$ cat src/rtl/counter_monitor_if.sv
// Observed-counter snoop signals and monitor status outputs.
// The master drives the snooped counter signals and the slave is the monitor.
interface counter_monitor_if #(
    parameter int unsigned WIDTH     = 4,
    parameter int unsigned ERR_CNT_W = 8
);
    logic                 cnt_reset;
    logic                 cnt_enable;
    logic [WIDTH-1:0]     cnt_value;
    logic                 clear_err;
    logic                 mismatch;
    logic                 err_sticky;
    logic [ERR_CNT_W-1:0] err_count;
    logic [WIDTH-1:0]     expected;
    logic                 locked;

    modport master (
        output cnt_reset, cnt_enable, cnt_value, clear_err,
        input  mismatch, err_sticky, err_count, expected, locked
    );

    modport slave (
        input  cnt_reset, cnt_enable, cnt_value, clear_err,
        output mismatch, err_sticky, err_count, expected, locked
    );
endinterface

$ cat src/rtl/counter_monitor.sv
// In-circuit checker for an enable/sync-reset up-counter: reference model, compare, error stats.
// Define COUNTER_MONITOR_RESYNC_EN to reload the reference on a failure instead of entering FAULT.
module counter_monitor #(
    parameter int unsigned WIDTH     = 4,
    parameter int unsigned ERR_CNT_W = 8
) (
    input  logic           clk,
    input  logic           reset_n,
    counter_monitor_if.slave bus
);

    typedef enum logic [1:0] {StUnsync, StTrack, StFault} state_e;

    state_e               state_q, state_d;
    logic [WIDTH-1:0]     expected_q, expected_d;
    logic                 mismatch_q, mismatch_d;
    logic                 err_sticky_q, err_sticky_d;
    logic [ERR_CNT_W-1:0] err_count_q, err_count_d;
    logic                 locked_q, locked_d;
    logic                 fail;

    always_comb begin
        fail = (state_q == StTrack) && (bus.cnt_value != expected_q);

        if (bus.cnt_reset) begin
            expected_d = '0;
        end else if (bus.cnt_enable) begin
            expected_d = expected_q + WIDTH'(1);
        end else begin
            expected_d = expected_q;
        end

        state_d = state_q;
        unique case (state_q)
            StUnsync: if (bus.cnt_reset) state_d = StTrack;
            StTrack: begin
`ifdef COUNTER_MONITOR_RESYNC_EN
                // Realign to the observed counter and keep checking from the next edge.
                if (fail) begin
                    expected_d = bus.cnt_reset ? '0 :
                                 bus.cnt_value + WIDTH'(bus.cnt_enable);
                end
`else
                if (fail) state_d = StFault;
`endif
            end
            StFault: begin
                if (bus.cnt_reset) begin
                    state_d = StTrack;
                end else if (bus.clear_err) begin
                    state_d = StUnsync;
                end
            end
            default: state_d = StUnsync;
        endcase

        mismatch_d   = fail;
        err_sticky_d = err_sticky_q;
        err_count_d  = err_count_q;
        // A failure on the same edge as clear_err wins and counts as the first error.
        if (fail) begin
            err_sticky_d = 1'b1;
            if (bus.clear_err) begin
                err_count_d = ERR_CNT_W'(1);
            end else if (err_count_q != '1) begin
                err_count_d = err_count_q + ERR_CNT_W'(1);
            end
        end else if (bus.clear_err) begin
            err_sticky_d = 1'b0;
            err_count_d  = '0;
        end

        locked_d = (state_d == StTrack);
    end

    always_ff @(posedge clk or negedge reset_n) begin
        if (!reset_n) begin
            state_q      <= StUnsync;
            expected_q   <= '0;
            mismatch_q   <= 1'b0;
            err_sticky_q <= 1'b0;
            err_count_q  <= '0;
            locked_q     <= 1'b0;
        end else begin
            state_q      <= state_d;
            expected_q   <= expected_d;
            mismatch_q   <= mismatch_d;
            err_sticky_q <= err_sticky_d;
            err_count_q  <= err_count_d;
            locked_q     <= locked_d;
        end
    end

    assign bus.mismatch   = mismatch_q;
    assign bus.err_sticky = err_sticky_q;
    assign bus.err_count  = err_count_q;
    assign bus.expected   = expected_q;
    assign bus.locked     = locked_q;

endmodule
$ cat src/flat_wrapper.sv
// flat-port wrapper written by rule: the top's interface ports become plain ports
module counter_monitor_flat 
#(
    parameter int unsigned WIDTH     = 4,
    parameter int unsigned ERR_CNT_W = 8
)
  (clk, reset_n, bus_cnt_reset, bus_cnt_enable, bus_cnt_value, bus_clear_err, bus_mismatch, bus_err_sticky, bus_err_count, bus_expected, bus_locked);
  counter_monitor_if #(.WIDTH(WIDTH), .ERR_CNT_W(ERR_CNT_W)) bus_i ();
  input  logic clk;
  input  logic reset_n;
  input wire logic [$bits(bus_i.cnt_reset)-1:0] bus_cnt_reset;
  input wire logic [$bits(bus_i.cnt_enable)-1:0] bus_cnt_enable;
  input wire logic [$bits(bus_i.cnt_value)-1:0] bus_cnt_value;
  input wire logic [$bits(bus_i.clear_err)-1:0] bus_clear_err;
  output wire logic [$bits(bus_i.mismatch)-1:0] bus_mismatch;
  output wire logic [$bits(bus_i.err_sticky)-1:0] bus_err_sticky;
  output wire logic [$bits(bus_i.err_count)-1:0] bus_err_count;
  output wire logic [$bits(bus_i.expected)-1:0] bus_expected;
  output wire logic [$bits(bus_i.locked)-1:0] bus_locked;
  assign bus_i.cnt_reset = bus_cnt_reset;
  assign bus_i.cnt_enable = bus_cnt_enable;
  assign bus_i.cnt_value = bus_cnt_value;
  assign bus_i.clear_err = bus_clear_err;
  assign bus_mismatch = bus_i.mismatch;
  assign bus_err_sticky = bus_i.err_sticky;
  assign bus_err_count = bus_i.err_count;
  assign bus_expected = bus_i.expected;
  assign bus_locked = bus_i.locked;
  counter_monitor #(.WIDTH(WIDTH), .ERR_CNT_W(ERR_CNT_W)) u_core (.clk(clk), .reset_n(reset_n), .bus(bus_i));
endmodule
$ cat config.mk
export PLATFORM = sky130hd
export DESIGN_NAME = counter_monitor_flat
export DESIGN_NICKNAME = d
export VERILOG_FILES = /design/src/rtl/counter_monitor_if.sv /design/src/rtl/counter_monitor.sv /design/src/flat_wrapper.sv
export SDC_FILE = /design/constraint.sdc
export NUM_CORES = 1
export LEC_CHECK = 0
export ABC_AREA = 1
export BUFFER_PORTS_ARGS = -buffer_cell sky130_fd_sc_hd__buf_2
export CORE_MARGIN = 3
export CORE_UTILIZATION = 35
export DETAILED_ROUTE_END_ITERATION = 7
export HOLD_SLACK_MARGIN = 0.08
export PLACE_DENSITY = 0.66
export SLEW_MARGIN = 40
export SYNTH_ARGS = -nofsm -noshare
export SYNTH_HDL_FRONTEND = slang
export SYNTH_SLANG_ARGS = --single-unit
$ cat constraint.sdc
create_clock -name clk -period 1.4 [get_ports clk]
set_input_delay 0 -clock clk [delete_from_list [all_inputs] [get_ports clk]]
set_output_delay 0 -clock clk [all_outputs]
set_load 0.05 [all_outputs]
Word level (Yosys, flattened, before mapping)
Cells that the tools add are included.

word-level totals
  flip-flop bits (word level) = 17
  output and inout port bits = 15
  bits of input ports = 9
  word-level logic and storage cells = 32

operators by class
  $add $sub $neg = 2
  equal/unequal tests = 5
  muxes and demuxes = 13
  reductions and logical operators = 6

operators with widths
  cell                 number
  $mux 8               4
  $add 8x1->8 const B  1
  $mux 2               4
  $mux 4               2
  $ne 8x8->1 const B   1
  $pmux 2 s3           1
  $reduce_bool 2->1    3
  $add 4x1->4 const B  1
  $eq 2x1->1 const B   2
  $ne 4x4->1           1
  $eq 2x2->1 const B   1
  $logic_not 2->1      1
  $mux 1               2
  $reduce_and 2->1     1
  $logic_and 1x1->1    1

Logic depth before layout (Yosys ltp)
Gate-level depths: netlist (run 1).

  depth in word-level cells = 5
  depth in mapped cells = 9
  mapped depth without buffers = 9

Worst setup path before layout (run 1)
OpenSTA, ideal clock, no wires.

  path kind = register to register
  start = reg u_core.err_count_q[1], in the netlist u_core.bus.err_count[1]
  end = reg u_core.err_count_q[5], in the netlist u_core.bus.err_count[5]
  path buffers = 0
  path slack = -0.262 ns
  stages on the path, launching flop included = 9
  required time = 1.281 ns
  period minus slack after synthesis = 1.662 ns
  arrival = 1.543 ns
  path through = dfrtp_1 ha_1 nand2_1 nor2_1 nand2_1 nand3_2 nand2_4 nand2_1 nand2_1

on the way
  word-level cells in the longest chain between the ends = 4

ends and longest elaborated chain
  item                      RTL line               source
  start: declaration        counter_monitor.sv:18  logic [ERR_CNT_W-1:0] err_count_q, err_count_d;
  start signal: assignment  counter_monitor.sv:89  err_count_q <= err_count_d;
  $add 8x1->8               counter_monitor.sv:66  err_count_d = err_count_q + ERR_CNT_W'(1);
  $mux 8                    counter_monitor.sv:65  end else if (err_count_q != '1) begin
  $mux 8                    counter_monitor.sv:63  if (bus.clear_err) begin
  $mux 8                    counter_monitor.sv:61  if (fail) begin

Parallel ways exist; a longest one is shown, timed or not. The select of a mux whose other input is x is not followed.
A chain may end at the register's enable or synchronous reset.

Worst setup path in the final report (run 1)
  start = reg u_core.expected_q[0], in the netlist u_core.bus.expected[0]
  end = reg u_core.err_count_q[1], in the netlist u_core.bus.err_count[1]

on the way
  word-level cells in the longest chain between the ends = 4

ends and longest elaborated chain
  item                         RTL line               source
  start: declaration           counter_monitor.sv:15  logic [WIDTH-1:0] expected_q, expected_d;
  start signal: assignment     counter_monitor.sv:86  expected_q <= expected_d;
  $ne 4x4->1 (*)               counter_monitor.sv:23  fail = (state_q == StTrack) && (bus.cnt_value != expected_q);
  $logic_and 1x1->1 (*)        counter_monitor.sv:23
  $reduce_bool 2->1 (no line)  --
  $reduce_and 2->1 (no line)   --

Every way passes the cells marked *; elsewhere a longest branch is shown, timed or not.

==> flow_summary_export.csv, run 1 <==
group,metric,value,unit
sta,hold_violations,0,
sta,max_slew.worst_pin.slew,0.4800,ns
synthesis,synth-adder-area-share,2.601,%
sta,finalClockSkew,0.004730,ns
pwr,p_sw,0.0006894,W
cts,path_clk_slew,0.09,ns
pwr,worst_ir_drop_vdd,0.0007311,V
synthesis,ys_seq_area_share,44.21,%
sta,setup_tns,0,ns
finish,nNetsFinal,180,
finish,final_common_cell,"nand2_1",
pwr,fin_total_pwr,0.001551,W
floorplanning,start_util,37.81,%
floorplanning,die_y,58.43,µm
synthesis,synthMuxAreaShare,0,%
finish,final_cell_mix,"nand2_1, buf_2, nor2_1, inv_1, nand3_1",
sta,drv_slew,0,
synthesis,syn_inst,138,
sta,max_slew_margin,67.97,%
cts,cts_tree,"yes",
pwr,seqPwrFrac,41.9,%
synthesis,avgSynthCellArea,6.972,µm²
drt,via_per_inst,4.823,
drt,vias,955,
drt,ant_nets,0,
synthesis,synthXorXnorAreaFrac,0.9103,%
sta,period_share,92.72,%
critical_path,start_kind,"flop",
sta,fmax,0.7704,GHz
critical_path,criticalPathCategory,"flop to flop",
placed_design,port-buffer-count,23,
drt,drc,0,
finish,syn2layout_area_growth,27.44,%
pwr,leakage,0.6223,nW
cts,htree_levels,1,
floorplanning,io_pins,24,
critical_path,cp_data_arrival_time,1.47,ns
placed_design,gp_congestion,0.8811,
sta,rsz0062_at_grt,"false",
finish,n_antenna_cell,0,
grt,grt_max_degree,18,
synthesis,synth_nets,149,
grt,grt_pass1_wl,3318,µm
cts,cts_root_buf,"clkbuf_4",
critical_path,cp_data_required_time,1.57,ns
grt,grt_pass1_vias,814,
sta,layout_min_cycle_time,1.298,ns
pwr,p_int,0.0008614,W
cts,numClockSinks,17,
sta,setup-violations-final,0,
cts,cts_buffer_depth,2,
placed_design,hpwlAfterDp,1577,µm
job,drv_cap,0,
critical_path,crit_fanout,9,
drt,drt_first_pass_iters,5,
grt,grt_usage,12.50,%
synthesis,synthSimpleGateAreaFrac,41.74,%
run_status,status,"finished clean",
floorplanning,die_x,58.43,µm
floorplanning,core_area,2545,µm²
drt,routedWlPerCell,10.87,µm
synthesis,synth_compound_area_share,4.161,%
hold_path,hold_class,"primary input to async pin",
synthesis,syn-cell-area,962.2,µm²
pwr,p_per_area,1265,nW/µm²
drt,routed_wl,2152,µm
pwr,switching_share,44.46,%
finish,drive_gt1_share,27.38,%
pwr,clockPowerShare,16.2,%
synthesis,synth-seq-cells,17,
critical_path,worstSetupEndpointType,"flop",
synthesis,synth_top_family_by_area,"simple AND/OR/NAND/NOR gates",
grt,antenna_found_initial,0,
cts,cts_made_buffers,3,
drt,drtIter0Drc,22,
floorplanning,dieArea,3414,µm²
pwr,pwr-share-comb,41.9,%
floorplanning,row_count,18,
cts,clk_latency,0.28,ns
synthesis,synth.distinct_cells,16,
grt,grt_overflow,0,
synthesis,yosysWarnings,0,
## cells in the mapped netlist
cell,count,share of area [%]
inv_2,1,0.39
o21bai_1,2,1.6
inv_1,14,5.5
nand2_4,1,1.2
nor2_1,22,8.6
buf_2,1,0.52
ha_1,2,2.6
xnor2_1,1,0.91
a21oi_1,5,2.6
nor3b_1,2,1.6
nand2_1,51,20
nand3_2,1,1.0
nand3_1,14,7.3
nor3_1,3,1.6
or2_1,1,0.65
dfrtp_1,17,44
## power groups by stage
stage / Clock [W] / Combinational [W] / Sequential (W)
6_report: 0.000251 / 0.000650 / 0.000649
5_1_grt: 0.000299 / 0.000705 / 0.000659
4_1_cts: 0.000272 / 0.000638 / 0.000650
3_5_place_dp: 0 / 0.000629 / 0.000659
3_3_place_gp: 0 / 0.000625 / 0.000658
2_1_floorplan: 0 / 0.000244 / 0.000886
## timing repair
action,CTS,global route
endpoints found under the hold margin,28,0
setup endpoints to repair,0,9
buffers inserted,0,0
hold buffers,4,0
gates resized for setup,0,3
## final timing paths
check | from | slack [ns] | depth (start not counted) | to
worst min register to register | u_core.bus.expected[3]$_DFFE_PN0P_ | 0.49 | 1 | u_core.bus.expected[3]$_DFFE_PN0P_
worst max-delay path | u_core.bus.expected[0]$_DFFE_PN0P_ | 0.10 | 8 | u_core.bus.err_count[1]$_DFFE_PN0P_
max in group asynchronous | reset_n | 0.93 | 2 | u_core.bus.expected[0]$_DFFE_PN0P_
worst min-delay path | reset_n | 0.16 | 2 | u_core.bus.err_count[3]$_DFFE_PN0P_
worst max register to register | u_core.bus.expected[0]$_DFFE_PN0P_ | 0.10 | 8 | u_core.bus.err_count[1]$_DFFE_PN0P_
min in group clk | bus_cnt_value[2] | 0.25 | 7 | u_core.state_q[1]$_DFF_PN0_
## state kept, by name, summed over array words and instances, names as in the netlist
name	cells
u_core.bus.mismatch	1
u_core.state_q	2
u_core.bus.locked	1
u_core.bus.err_count	8
u_core.bus.err_sticky	1
u_core.bus.expected	4
## per-layer routing
metal | GRT usage [%] | vias up | wire length, µm
met4 | 4.967 | 0 | 8
met2 | 21.69 | 27 | 1022
met5 | 0 | - | 0
li1 | - | 493 | -
met3 | 2.193 | 2 | 137
met1 | 15.25 | 433 | 984
## stage by stage
step | setup slack (ns) | cells | hold WS [ns] | instance area [µm²] | utilization [%]
after floorplan | -0.002832 | 138 | -0.2956 | 1002 | -
after CTS | 0.004404 | 198 | 0.1666 | 1216 | 47.79
after global placement | 0.05897 | 190 | -0.04817 | 1150 | 45.18
final | 0.1019 | 198 | 0.1640 | 1226 | 48.18
after detailed placement | 0.01883 | 190 | -0.04783 | 1150 | 45.18
after global routing | 0.008448 | 198 | 0.1843 | 1226 | 48.18
## kinds of logic after synthesis
family | count (synthesis)
xor gates and xnor gates | 1
AOI/OAI and AO/OA | 7
DFF | 17
buffers and inverters | 16
adders and majority gates | 2
and+or+nand+nor | 95
## worst max-delay path, stage by stage, from the launching register on
cell and delay [ns]:
dfrtp_2 0.45, nand2_1 0.07, nand2_1 0.06, nor2_1 0.13, nand2_2 0.12, nand3_4 0.17
nand2_4 0.08, nand2_1 0.07, nand2_1 0.05
## cell type report
cell class | count | area (µm²)
Clock buffer | 4 | 26.28
Fill cell | 271 | 1319
Inverter | 15 | 56.30
Multi-Input combinational cell | 105 | 510.5
Sequential cell | 17 | 440.4
Tap cell | 30 | 37.54
Timing Repair Buffer | 27 | 155.1
Note: power is estimated with default switching activity, not from simulation.
==> run 2, diff against run 1 <==
--- a/config.mk
+++ b/config.mk
@@ -12,6 +12,8 @@
 export DETAILED_ROUTE_END_ITERATION = 7
 export HOLD_SLACK_MARGIN = 0.08
 export PLACE_DENSITY = 0.66
+export RECOVER_POWER = 100
+export SETUP_SLACK_MARGIN = 0.15
 export SLEW_MARGIN = 40
 export SYNTH_ARGS = -nofsm -noshare
 export SYNTH_HDL_FRONTEND = slang
==> flow_summary_export.csv, run 2 (synthesized netlist as in run 1, its figures left out) <==
group,metric,value,unit
run_status,status,"finished clean",
finish,nNetsFinal,183,
sta,finalClockSkew,0.002760,ns
grt,grt_max_degree,18,
cts,cts_buffer_depth,2,
sta,max_slew.worst_pin.slew,0.9224,ns
cts,numClockSinks,17,
sta,layout_min_cycle_time,1.283,ns
finish,syn2layout_area_growth,34.07,%
pwr,pwr-share-comb,44.1,%
critical_path,cp_slowest_cell,"dfrtp_2",
pwr,worst_ir_drop_vdd,0.0009231,V
finish,n_antenna_cell,0,
sta,rsz0062_at_grt,"true",
drt,drc,0,
sta,fin_ws,0.1169,ns
floorplanning,core_area,2545,µm²
floorplanning,start_util,37.81,%
critical_path,worstSetupEndpointType,"flop",
grt,grt_usage,14.57,%
critical_path,cp_slowest_stage_delay,0.45,ns
placed_design,dpl.cell_count,190,
grt,antenna_found_initial,0,
floorplanning,row_count,18,
sta,period_share,91.65,%
floorplanning,die_x,58.43,µm
cts,clk_latency,0.30,ns
finish,final_cell_mix,"nand2_1, nor2_1, nand3_1, clkbuf_1",
grt,grt_overflow,0,
sta,setup-violations-final,0,
sta,max_slew_margin,38.50,%
cts,cts_tree,"yes",
pwr,p_sw,0.0007938,W
grt,grt_pass1_wl,3870,µm
pwr,leakage,0.5984,nW
drt,drt_first_pass_iters,4,
finish,drive_gt1_share,30.41,%
finish,layout.cells.non_filler,201,
critical_path,crit_fanout,4,
sta,drv_slew,0,
drt,vias,965,
critical_path,crit_chain,"nand2_1, nand2_1, nor2_2, nand2_4, or2_4, a21oi_2",
cts,htree_levels,1,
sta,fmax,0.7794,GHz
critical_path,cp_data_arrival_time,1.52,ns
cts,cts_root_buf,"clkbuf_4",
sta,hold_violations,0,
critical_path,crit_buf_inv,0,
pwr,clockPowerShare,16.7,%
drt,drtIter0Drc,23,
placed_design,hpwlAfterDp,1626,µm
cts,path_clk_slew,0.11,ns
job,drv_cap,0,
critical_path,criticalPathCategory,"flop to flop",
drt,routed_wl,2299,µm
drt,routedWlPerCell,11.44,µm
pwr,p_per_area,1305,nW/µm²
grt,grt_pass1_vias,889,
floorplanning,die_y,58.43,µm
finish,largest_reg_flops,8,
pwr,switching_share,47.15,%
critical_path,critPathMostFrequentCell,"nand2_1",
finish,final_common_cell,"nand2_1",
critical_path,path_delay_family,"simple AND/OR/NAND/NOR gates",
pwr,seqPwrFrac,39.2,%
pwr,p_int,0.0008899,W
placed_design,gp_congestion,0.8047,
critical_path,start_kind,"flop",
drt,ant_nets,0,
floorplanning,io_pins,24,
hold_path,hold_class,"primary input to flop",
cts,cts_made_buffers,3,
critical_path,cp_data_required_time,1.64,ns
floorplanning,dieArea,3414,µm²
drt,via_per_inst,4.801,
placed_design,pre_cts_slack,0.002590,ns
placed_design,port-buffer-count,23,
run 2: cell types whose count changed in the layout (fill, tap and decap cells not counted), moves of 3 or more:
cell,before,now
clkbuf_2,0,3
clkbuf_1,1,13
nor2_1,21,15
buf_2,23,7
nand2_1,48,45
inv_2,1,4
inv_1,14,11
nor2_2,1,5
run 2: power by group through the flow:
| stage | Combinational (W) | Sequential, W | Clock (W) |
|---|---|---|---|
| finish | 0.000742 | 0.000660 | 0.000281 |
| global route | 0.000803 | 0.000674 | 0.000313 |
| CTS | 0.000729 | 0.000648 | 0.000292 |
| detailed placement | 0.000629 | 0.000663 | 0 |
| global placement | 0.000626 | 0.000657 | 0 |
| floorplan | 0.000244 | 0.000885 | 0 |
run 2: cell type report:
cell class                 instances  area, µm²
clock inverter                     1      7.507
timing repair buffer              29      153.9
tap                               30      37.54
inverter                          15      56.30
multi-input combinational        106      573.1
fill                             261       1255
sequential                        17      439.2
clock buffer                       3      22.52
run 2: worst min-delay path, delay by kind of cell:
kind / cells / cell delay [ns]
buf+inv: 1 / 0.08
simple gates: 6 / 0.43
run 2: metrics by stage:
step	hold slack (ns)	util, %	setup TNS [ns]	power [W]	area [µm²]
final	0.2412	50.69	0	0.001684	1290
after global routing	0.2796	50.69	0	0.001790	1290
after CTS	0.1490	50.15	0	0.001668	1276
after detailed placement	-0.04853	45.13	0	0.001292	1149
after global placement	-0.05146	45.13	0	0.001283	1149
after floorplan	-0.2956	-	-0.04792	0.001130	1001
run 2: path summary, 6_finish.rpt:
path	from	endpoint	slack, ns	cells past startpoint
hold / removal	bus_cnt_value[1]	u_core.bus.err_sticky$_DFFE_PN0P_	0.24	7
setup reg to reg	u_core.bus.expected[2]$_DFFE_PN0P_	u_core.state_q[0]$_DFF_PN0_	0.12	6
max in group asynchronous	reset_n	u_core.bus.expected[3]$_DFFE_PN0P_	0.43	2
min in group asynchronous	reset_n	u_core.bus.err_count[2]$_DFFE_PN0P_	0.35	2
hold reg to reg	u_core.bus.expected[3]$_DFFE_PN0P_	u_core.bus.expected[3]$_DFFE_PN0P_	0.50	1
setup / recovery	u_core.bus.expected[2]$_DFFE_PN0P_	u_core.state_q[0]$_DFF_PN0_	0.12	6
run 2: repair_timing:
action,CTS,global route
gates cloned,1,0
pin swaps,3,2
setup buffers,2,0
hold buffers,4,0
endpoints found under the setup margin,13,13
hold endpoints to repair,28,0
resized for setup,11,10
run 2: routing by layer:
metal	global-route usage [%]	wire (µm)	vias to the layer above
met5	0	0	-
met4	3.642	13	0
met3	4.605	91	2
met2	22.49	1129	16
met1	19.81	1064	446
li1	-	-	501
==> run 3, diff against run 2 <==
--- a/config.mk
+++ b/config.mk
@@ -7,11 +7,13 @@
 export LEC_CHECK = 0
 export ABC_AREA = 1
 export BUFFER_PORTS_ARGS = -buffer_cell sky130_fd_sc_hd__buf_2
+export CELL_PAD_IN_SITES_DETAIL_PLACEMENT = 1
+export CELL_PAD_IN_SITES_GLOBAL_PLACEMENT = 2
 export CORE_MARGIN = 3
-export CORE_UTILIZATION = 35
+export CORE_UTILIZATION = 27
 export DETAILED_ROUTE_END_ITERATION = 7
 export HOLD_SLACK_MARGIN = 0.08
-export PLACE_DENSITY = 0.66
+export PLACE_DENSITY = 0.85
 export RECOVER_POWER = 100
 export SETUP_SLACK_MARGIN = 0.15
 export SLEW_MARGIN = 40
==> flow_summary_export.csv, run 3 (synthesized netlist as in run 1, its figures left out) <==
group,metric,value,unit
run_status,status,"finished clean",
sta,layout_min_cycle_time,1.290,ns
floorplanning,die_y,65.70,µm
hold_path,hp-start,"bus_cnt_value[1]",
finish,fin_area,1415,µm²
cts,path_clk_slew,0.12,ns
cts,cts_root_buf,"clkbuf_4",
sta,setup-violations-final,0,
sta,finalClockSkew,0.01592,ns
sta,setup_tns,0,ns
hold_path,hold_class,"primary input to flop",
finish,drive_gt1_share,37.78,%
sta,max_slew_margin,34.57,%
finish,largest_reg_flops,8,
hold_path,holdPathEnd,"u_core.state_q[1]$_DFF_PN0_",
critical_path,path_delay_family,"simple AND/OR/NAND/NOR gates",
drt,ant_nets,0,
critical_path,r2r-end,"u_core.state_q[0]$_DFF_PN0_",
drt,routed_wl,2988,µm
finish,syn2layout_area_growth,47.07,%
finish,final_util,41.75,%
sta,drv_slew,0,
cts,cts_made_buffers,3,
sta,period_share,92.12,%
critical_path,cp_data_arrival_time,1.54,ns
placed_design,hpwlAfterDp,2040,µm
grt,antenna_found_initial,0,
floorplanning,die_x,65.70,µm
placed_design,detailed_place.area,1184,µm²
finish,n_antenna_cell,0,
critical_path,criticalPathCategory,"flop to flop",
finish,final_common_cell,"nand2_1",
drt,drt_first_pass_iters,4,
critical_path,r2r_setup_slack,0.11,ns
job,drv_cap,0,
critical_path,cp_slowest_cell,"dfrtp_2",
cts,numClockSinks,17,
cts,cts_tree,"yes",
drt,drtIter0Drc,21,
placed_design,gp_congestion,0.8091,
critical_path,crit_fanout,4,
grt,grt_overflow,0,
drt,vias,1060,
grt,grt_pass1_vias,1091,
sta,max_slew.worst_pin.slew,0.9815,ns
pwr,fin_total_pwr,0.001746,W
finish,final_cell_mix,"nand2_1, nor2_1, nand3_1, clkbuf_1",
critical_path,start_kind,"flop",
finish,nNetsFinal,192,
floorplanning,row_count,21,
critical_path,cp_slowest_stage_delay,0.43,ns
floorplanning,core_area,3390,µm²
grt,grt_usage,15.49,%
cts,htree_levels,1,
floorplanning,start_util,28.39,%
critical_path,crit_chain,"nand2_1, nand2_1, nor2_4, nand2_4, or2_4, a21oi_2",
critical_path,critPathMostFrequentCell,"nand2_1",
floorplanning,dieArea,4316,µm²
placed_design,port-buffer-count,23,
sta,rsz0062_at_grt,"true",
grt,grt_pass1_wl,5112,µm
critical_path,crit_buf_inv,0,
pwr,leakage,0.6653,nW
sta,hold_violations,0,
drt,routedWlPerCell,13.22,µm
sta,fmax,0.7754,GHz
critical_path,worstReg2RegStart,"u_core.bus.expected[0]$_DFFE_PN0P_",
drt,via_per_inst,4.690,
pwr,p_per_area,1234,nW/µm²
cts,cts_buffer_depth,2,
critical_path,cp_data_required_time,1.65,ns
hold_path,min_path_cells,7,
grt,grt_max_degree,18,
drt,drc,0,
critical_path,reg2regPathDepth,6,
cts,clk_latency,0.31,ns
pwr,worst_ir_drop_vdd,0.0005986,V
critical_path,worstSetupEndpointType,"flop",
floorplanning,io_pins,24,
run 3: changes by cell type in the layout (fill, tap and decap cells not counted):
cell / change
buf_4: +8
nand2_1: -6
nand2_2: +5
clkbuf_2: +2
nor2_2: -2
nor2_4: +2
clkbuf_1: -1
nand2_8: +1
run 3: layout make-up:
| type | count | area (µm²) |
|---|---|---|
| Clock inverter | 1 | 7.507 |
| Clock buffer | 3 | 22.52 |
| Timing Repair Buffer | 38 | 220.2 |
| Fill cell | 435 | 1974 |
| Multi-Input combinational cell | 106 | 611.8 |
| Inverter | 15 | 56.30 |
| Sequential cell | 17 | 439.2 |
| Tap cell | 46 | 57.56 |
run 3: stage by stage:
step           hold WS [ns]  instances  worst slack, ns
6_report             0.2358        226           0.1103
5_1_grt              0.2685        226          0.03949
4_1_cts              0.1546        223           0.1214
3_5_place_dp       -0.04481        208         -0.05660
3_3_place_gp       -0.05230        208         -0.06089
2_1_floorplan       -0.2956        138        -0.009844
run 3: worst register-to-register path: stages (launching register included):
cell and delay [ns]:
dfrtp_2 0.43, nand2_1 0.07, nand2_1 0.10, nor2_4 0.13
nand2_4 0.10, or2_4 0.28, a21oi_2 0.12
run 3: how the worst max path moves through the flow:
stage | slack, ns | cells after the start | end | start
final | 0.11 | 6 | u_core.state_q[0]$_DFF_PN0_ | u_core.bus.expected[0]$_DFFE_PN0P_
after global routing | 0.04 | 9 | u_core.bus.err_count[5]$_DFFE_PN0P_ | u_core.bus.expected[2]$_DFFE_PN0P_
after CTS | 0.12 | 6 | u_core.state_q[0]$_DFF_PN0_ | u_core.bus.expected[3]$_DFFE_PN0P_
after detailed placement | -0.06 | 8 | u_core.bus.err_count[5]$_DFFE_PN0P_ | u_core.bus.expected[2]$_DFFE_PN0P_
after global placement | -0.06 | 8 | u_core.bus.err_count[5]$_DFFE_PN0P_ | u_core.bus.expected[0]$_DFFE_PN0P_
after floorplan | -0.01 | 8 | u_core.bus.err_count[1]$_DFFE_PN0P_ | u_core.bus.err_count[1]$_DFFE_PN0P_
run 3: repair_timing:
item                                    4_1_cts  5_1_grt
hold buffers                                  4        0
setup buffers                                 6        3
endpoints found under the hold margin        28        0
gates cloned                                  1        0
endpoints found under the setup margin       13       13
resized for setup                            14       16
pin swaps                                     7        9
run 3: where the power goes:
part / switching (W) / internal, W
Combinational: 0.000575 / 0.000223
Sequential: 0.0000721 / 0.000585
Clock: 0.000182 / 0.000109
run 3: metal layers:
layer / global-route usage [%] / vias up / wire length [µm] / share of wire, %
li1: - / 524 / - / -
met1: 19.55 / 515 / 1369 / 46
met2: 26.78 / 17 / 1507 / 50
met3: 1.538 / 4 / 68 / 2.3
met4: 6.218 / 0 / 42 / 1.4
met5: 0 / - / 0 / 0
